### src/rtl/adder_4bit_if.sv
// Operand/result bundle for adder_4bit: the master drives operands and
// in_valid, the slave (the adder) returns the registered result and flags.
interface adder_4bit_if;
  logic       in_valid;
  logic [3:0] A;
  logic [3:0] B;
  logic       cin;
  logic [3:0] S;
  logic       cout;
  logic       out_valid;
  logic       ovf;
  logic       zero;

  modport master (
    output in_valid, A, B, cin,
    input  S, cout, out_valid, ovf, zero
  );

  modport slave (
    input  in_valid, A, B, cin,
    output S, cout, out_valid, ovf, zero
  );
endinterface

### src/rtl/adder_4bit.sv
// 4-bit ripple-carry adder (four full-adder stages) with a registered result,
// carry-out, signed-overflow and zero flags, and a one-cycle valid strobe.
module adder_4bit (
  input  logic         clk,
  input  logic         rst,
  adder_4bit_if.slave  bus
);

  logic [4:0] carry;
  logic [3:0] sum_d;
  logic       ovf_d;
  logic       zero_d;

  logic [3:0] s_q;
  logic       cout_q;
  logic       ovf_q;
  logic       zero_q;
  logic       valid_q;

  assign carry[0] = bus.cin;

  generate
    for (genvar gi = 0; gi < 4; gi++) begin : g_fa
      logic prop;
      assign prop          = bus.A[gi] ^ bus.B[gi];
      assign sum_d[gi]     = prop ^ carry[gi];
      assign carry[gi + 1] = (bus.A[gi] & bus.B[gi]) | (carry[gi] & prop);
    end
  endgenerate

  // Overflow: same-sign operands whose sum changed sign.
  assign ovf_d  = (bus.A[3] == bus.B[3]) && (sum_d[3] != bus.A[3]);
  assign zero_d = (sum_d == 4'b0000);

  // Result registers load only on in_valid, so unknown operands on idle
  // cycles never reach the outputs.
  always_ff @(posedge clk or posedge rst) begin
    if (rst) begin
      s_q     <= 4'b0000;
      cout_q  <= 1'b0;
      ovf_q   <= 1'b0;
      zero_q  <= 1'b0;
      valid_q <= 1'b0;
    end else begin
      valid_q <= bus.in_valid;
      if (bus.in_valid) begin
        s_q    <= sum_d;
        cout_q <= carry[4];
        ovf_q  <= ovf_d;
        zero_q <= zero_d;
      end
    end
  end

  assign bus.S         = s_q;
  assign bus.cout      = cout_q;
  assign bus.ovf       = ovf_q;
  assign bus.zero      = zero_q;
  assign bus.out_valid = valid_q;

endmodule

### src/flat_wrapper.sv
// flat-port wrapper written by rule: the top's interface ports become plain ports
module adder_4bit_flat 
  (clk, rst, bus_in_valid, bus_A, bus_B, bus_cin, bus_S, bus_cout, bus_out_valid, bus_ovf, bus_zero);
  adder_4bit_if bus_i ();
  input  logic clk;
  input  logic rst;
  input wire logic [$bits(bus_i.in_valid)-1:0] bus_in_valid;
  input wire logic [$bits(bus_i.A)-1:0] bus_A;
  input wire logic [$bits(bus_i.B)-1:0] bus_B;
  input wire logic [$bits(bus_i.cin)-1:0] bus_cin;
  output wire logic [$bits(bus_i.S)-1:0] bus_S;
  output wire logic [$bits(bus_i.cout)-1:0] bus_cout;
  output wire logic [$bits(bus_i.out_valid)-1:0] bus_out_valid;
  output wire logic [$bits(bus_i.ovf)-1:0] bus_ovf;
  output wire logic [$bits(bus_i.zero)-1:0] bus_zero;
  assign bus_i.in_valid = bus_in_valid;
  assign bus_i.A = bus_A;
  assign bus_i.B = bus_B;
  assign bus_i.cin = bus_cin;
  assign bus_S = bus_i.S;
  assign bus_cout = bus_i.cout;
  assign bus_out_valid = bus_i.out_valid;
  assign bus_ovf = bus_i.ovf;
  assign bus_zero = bus_i.zero;
  adder_4bit u_core (.clk(clk), .rst(rst), .bus(bus_i));
endmodule
### config.mk
export PLATFORM = sky130hd
export DESIGN_NAME = adder_4bit_flat
export DESIGN_NICKNAME = d
export VERILOG_FILES = /design/src/rtl/adder_4bit_if.sv /design/src/rtl/adder_4bit.sv /design/src/flat_wrapper.sv
export SDC_FILE = /design/constraint.sdc
export NUM_CORES = 1
export LEC_CHECK = 0
export BUFFER_PORTS_ARGS = -buffer_cell sky130_fd_sc_hd__buf_2
export CELL_PAD_IN_SITES_DETAIL_PLACEMENT = 1
export CELL_PAD_IN_SITES_GLOBAL_PLACEMENT = 1
export CORE_AREA = 5 5 42 44
export DETAILED_ROUTE_END_ITERATION = 16
export DIE_AREA = 0 0 47 49
export GPL_TIMING_DRIVEN = 0
export HOLD_SLACK_MARGIN = 0.12
export PLACE_DENSITY_LB_ADDON = 0.2
export SYNTH_ARGS = -nofsm -noshare
export SYNTH_HDL_FRONTEND = slang
export SYNTH_SLANG_ARGS = --single-unit
export TNS_END_PERCENT = 10
### constraint.sdc
create_clock -name clk -period 1.8 [get_ports clk]
set_clock_uncertainty 0.1 [all_clocks]
set_input_delay 0.36 -clock clk [delete_from_list [all_inputs] [get_ports clk]]
set_output_delay 0.36 -clock clk [all_outputs]
set_load 0.05 [all_outputs]
==> impl_metrics.py <==
metrics = {
    "global_routing": {
        "antenna_found_initial": 0,
        "grt-ovfl-total": 0,
        "grt_first_pass_wirelength_um": 1497,
        "grt_use_total": 0.09181,
        "grt_max_degree": 11,
        "first_global_vias": 371,
    },
    "sta": {
        "hold_viol": 0,
        "setup_viol": 4,
        "layout_setup_ws_ns": -0.4273,
        "final-max-slew-violation-count": 0,
        "tns_ns": -1.135,
        "finalCriticalPeriod_ns": 2.227,
        "fmax_mhz": 449.0,
        "relSlewSlack": 0.7909,
        "hold_ws_ns": 0.1343,
        "rsz0062_at_grt": "true",
        "worst-slew-pin-transition_ns": 0.3133,
        "finalCritPeriodShare": 1.237,
    },
    "floorplanning": {
        "die_h_um": 49,
        "ios": 20,
        "start_util": 0.3134,
        "core_area_um2": 1401,
        "dieArea_um2": 2303,
        "die_w_um": 47,
        "fp-row-count": 14,
    },
    "finish": {
        "syn_to_final_growth_pct": 37.32,
        "drive_gt1_frac": 0.6111,
        "final_core_utilization": 0.4304,
        "fillCellCount": 169,
        "nNetsFinal": 73,
        "n_antenna_cell": 0,
        "fin_area_um2": 603.1,
    },
    "flow_run": {
        "maxCapViolCount": 0,
    },
    "worst_setup_path": {
        "path_common_cell": "fa_2",
        "startpoint_type": "input pin",
        "crit_buf_inv": 2,
        "cpLargestDelayFamily": "adder cells",
        "critPathKind": "in -> reg",
        "cp_slowest_stage_delay_ns": 0.46,
        "path_max_fanout": 2,
        "crit_path_cell_trace": "buf_6, fa_2, fa_2, fa_2, inv_2, fa_2, xor2_1, o22ai_1",
        "end_kind": "flop",
        "required_ns": 1.84,
        "critPathArrivalTime_ns": 2.27,
        "crit_slowest_cell": "fa_2",
    },
    "logic_synthesis": {
        "yosysWarnings": 0,
        "netlist_area_um2": 439.2,
        "netlist_top_cells_count": "dfrtp_1 (8), inv_1 (5), fa_1 (4), mux2_4 (3), nand2b_1 (2)",
        "synth_edf_count": 0,
        "synth_seq_area_share": 0.4558,
        "yosysTopAreaCell": "dfrtp_1",
        "async_reset_ff_frac": 1.000,
        "netlist_instances": 31,
        "synth_top_area_share": 0.4558,
        "ys_types": 14,
        "ys_ff_latch": 8,
        "synth_nets": 48,
        "synth.avg_cell_area_um2": 14.17,
        "synth_ff_type": "dfrtp_1",
        "yosysMostFrequentCell": "dfrtp_1",
        "synth.area.top_cells": "dfrtp_1 (46%), fa_1 (18%), mux2_4 (10%), inv_1 (4.3%), o41ai_2 (3.7%)",
    },
    "placement": {
        "placed_area_um2": 561.8,
        "port_buffers": 19,
        "place_hpwl_um": 800.1,
        "routabilityCongestion": 0.6720,
        "pre_cts_ws_ns": -0.8204,
    },
    "clock_network": {
        "htreeDepth": 1,
        "cts.clk_slew.worst_paths_ns": 0.06,
        "cts_buffer_depth": 2,
        "cts_tree": "yes",
        "cts_root_buf": "clkbuf_4",
        "cts_made_buffers": 3,
        "worstSkewPairLatency_ns": 0.25,
        "clock_sinks": 8,
    },
    "routing": {
        "via_count": 319,
        "first_pass_iters": 2,
        "route.detailed.drc": 0,
        "drtIter0Drc": 1,
        "wl_per_cell_um": 13.41,
        "wl_um": 939,
        "viasPerCell": 4.557,
        "drt.antenna.violating_nets": 0,
    },
    "outcome": {
        "violations": "negative setup slack",
        "status": "finished with violations",
    },
    "power_and_ir_drop": {
        "pwr_density_cell_nw_per_um2": 1020,
        "p_leak_nw": 0.3092,
        "peakVddDrop_uv": 318.5,
    },
    "worst_hold_path": {
        "hp-class": "in -> reg",
    },
}
-- cell type report --
type,count,area [µm²],area share
repair buffers,20,111.4,0.1846
multi-input cells,17,219.0,0.3631
well taps,16,20.02,0.03320
clock buffers,3,22.52,0.03734
inverters,5,18.77,0.03112
plain buffers,1,11.26,0.01867
flip-flops and latches,8,200.2,0.3320
-- layer usage --
metal	part of all wire	vias to the layer above	global-route usage
li1	-	144	-
met1	0.36	158	0.09091
met2	0.54	15	0.1561
met3	0.083	2	0.04059
met4	0.012	0	0.04147
met5	0	-	0
-- sequential cells by signal (all words and copies together) (netlist names) --
register / cells
u_core.bus.ovf: 1
u_core.bus.cout: 1
u_core.bus.S: 4
u_core.bus.out_valid: 1
u_core.bus.zero: 1
-- through the flow --
| step | std cells | total power, mW |
|---|---|---|
| floorplan | 31 | 0.4134 |
| global placement | 66 | 0.4704 |
| detailed placement | 66 | 0.4777 |
| CTS | 70 | 0.6252 |
| global route | 70 | 0.6488 |
| finish | 70 | 0.6154 |
-- what timing repair did --
item	CTS	global route
pin swaps	3	0
gates resized for setup	2	0
setup buffers	0	0
endpoints found under the hold margin	8	0
setup endpoints to repair	5	4
hold buffers	1	0
-- layout by cell type (no fill, tap or decap) --
cell,n
inv_1,4
o21a_1,1
nor2_1,1
nand2b_1,2
mux2_4,3
o22ai_1,1
buf_2,18
ha_1,1
dfrtp_1,8
nand2_4,1
xor2_1,1
buf_6,2
clkbuf_4,3
fa_2,4
inv_2,1
a21oi_1,1
dlygate4sd3_1,1
o41ai_2,1
-- cell families (layout without fill, tap and decap cells) --
kind of cell,after synthesis,count (layout),synth area share
fa+ha+maj,5,5,0.2108
xor+xnor,1,1,0.01995
compound gates,4,4,0.07979
simple gates,4,4,0.06266
mux,3,3,0.1026
buf+inv,6,29,0.06838
flops,8,8,0.4558
-- power by group --
| part | total, mW | switching (mW) | internal [mW] |
|---|---|---|---|
| logic | 0.250 | 0.164 | 0.0856 |
| clock network | 0.143 | 0.0661 | 0.0767 |
| registers | 0.223 | 0.0138 | 0.209 |
-- worst paths after layout --
path | slack (ns) | startpoint | cells past startpoint | endpoint
max | -0.43 | bus_cin | 8 | u_core.bus.ovf
max in group asynchronous | 0.87 | rst | 3 | u_core.bus.S[0]
max reg2reg | 0.94 | u_core.bus.S[0] | 1 | u_core.bus.S[0]
min | 0.13 | bus_in_valid | 1 | u_core.bus.out_valid
min reg2reg | 0.39 | u_core.bus.S[3] | 1 | u_core.bus.S[3]
min in group asynchronous | 0.49 | rst | 3 | u_core.bus.S[3]
Note: power is estimated with default switching activity, not from simulation.
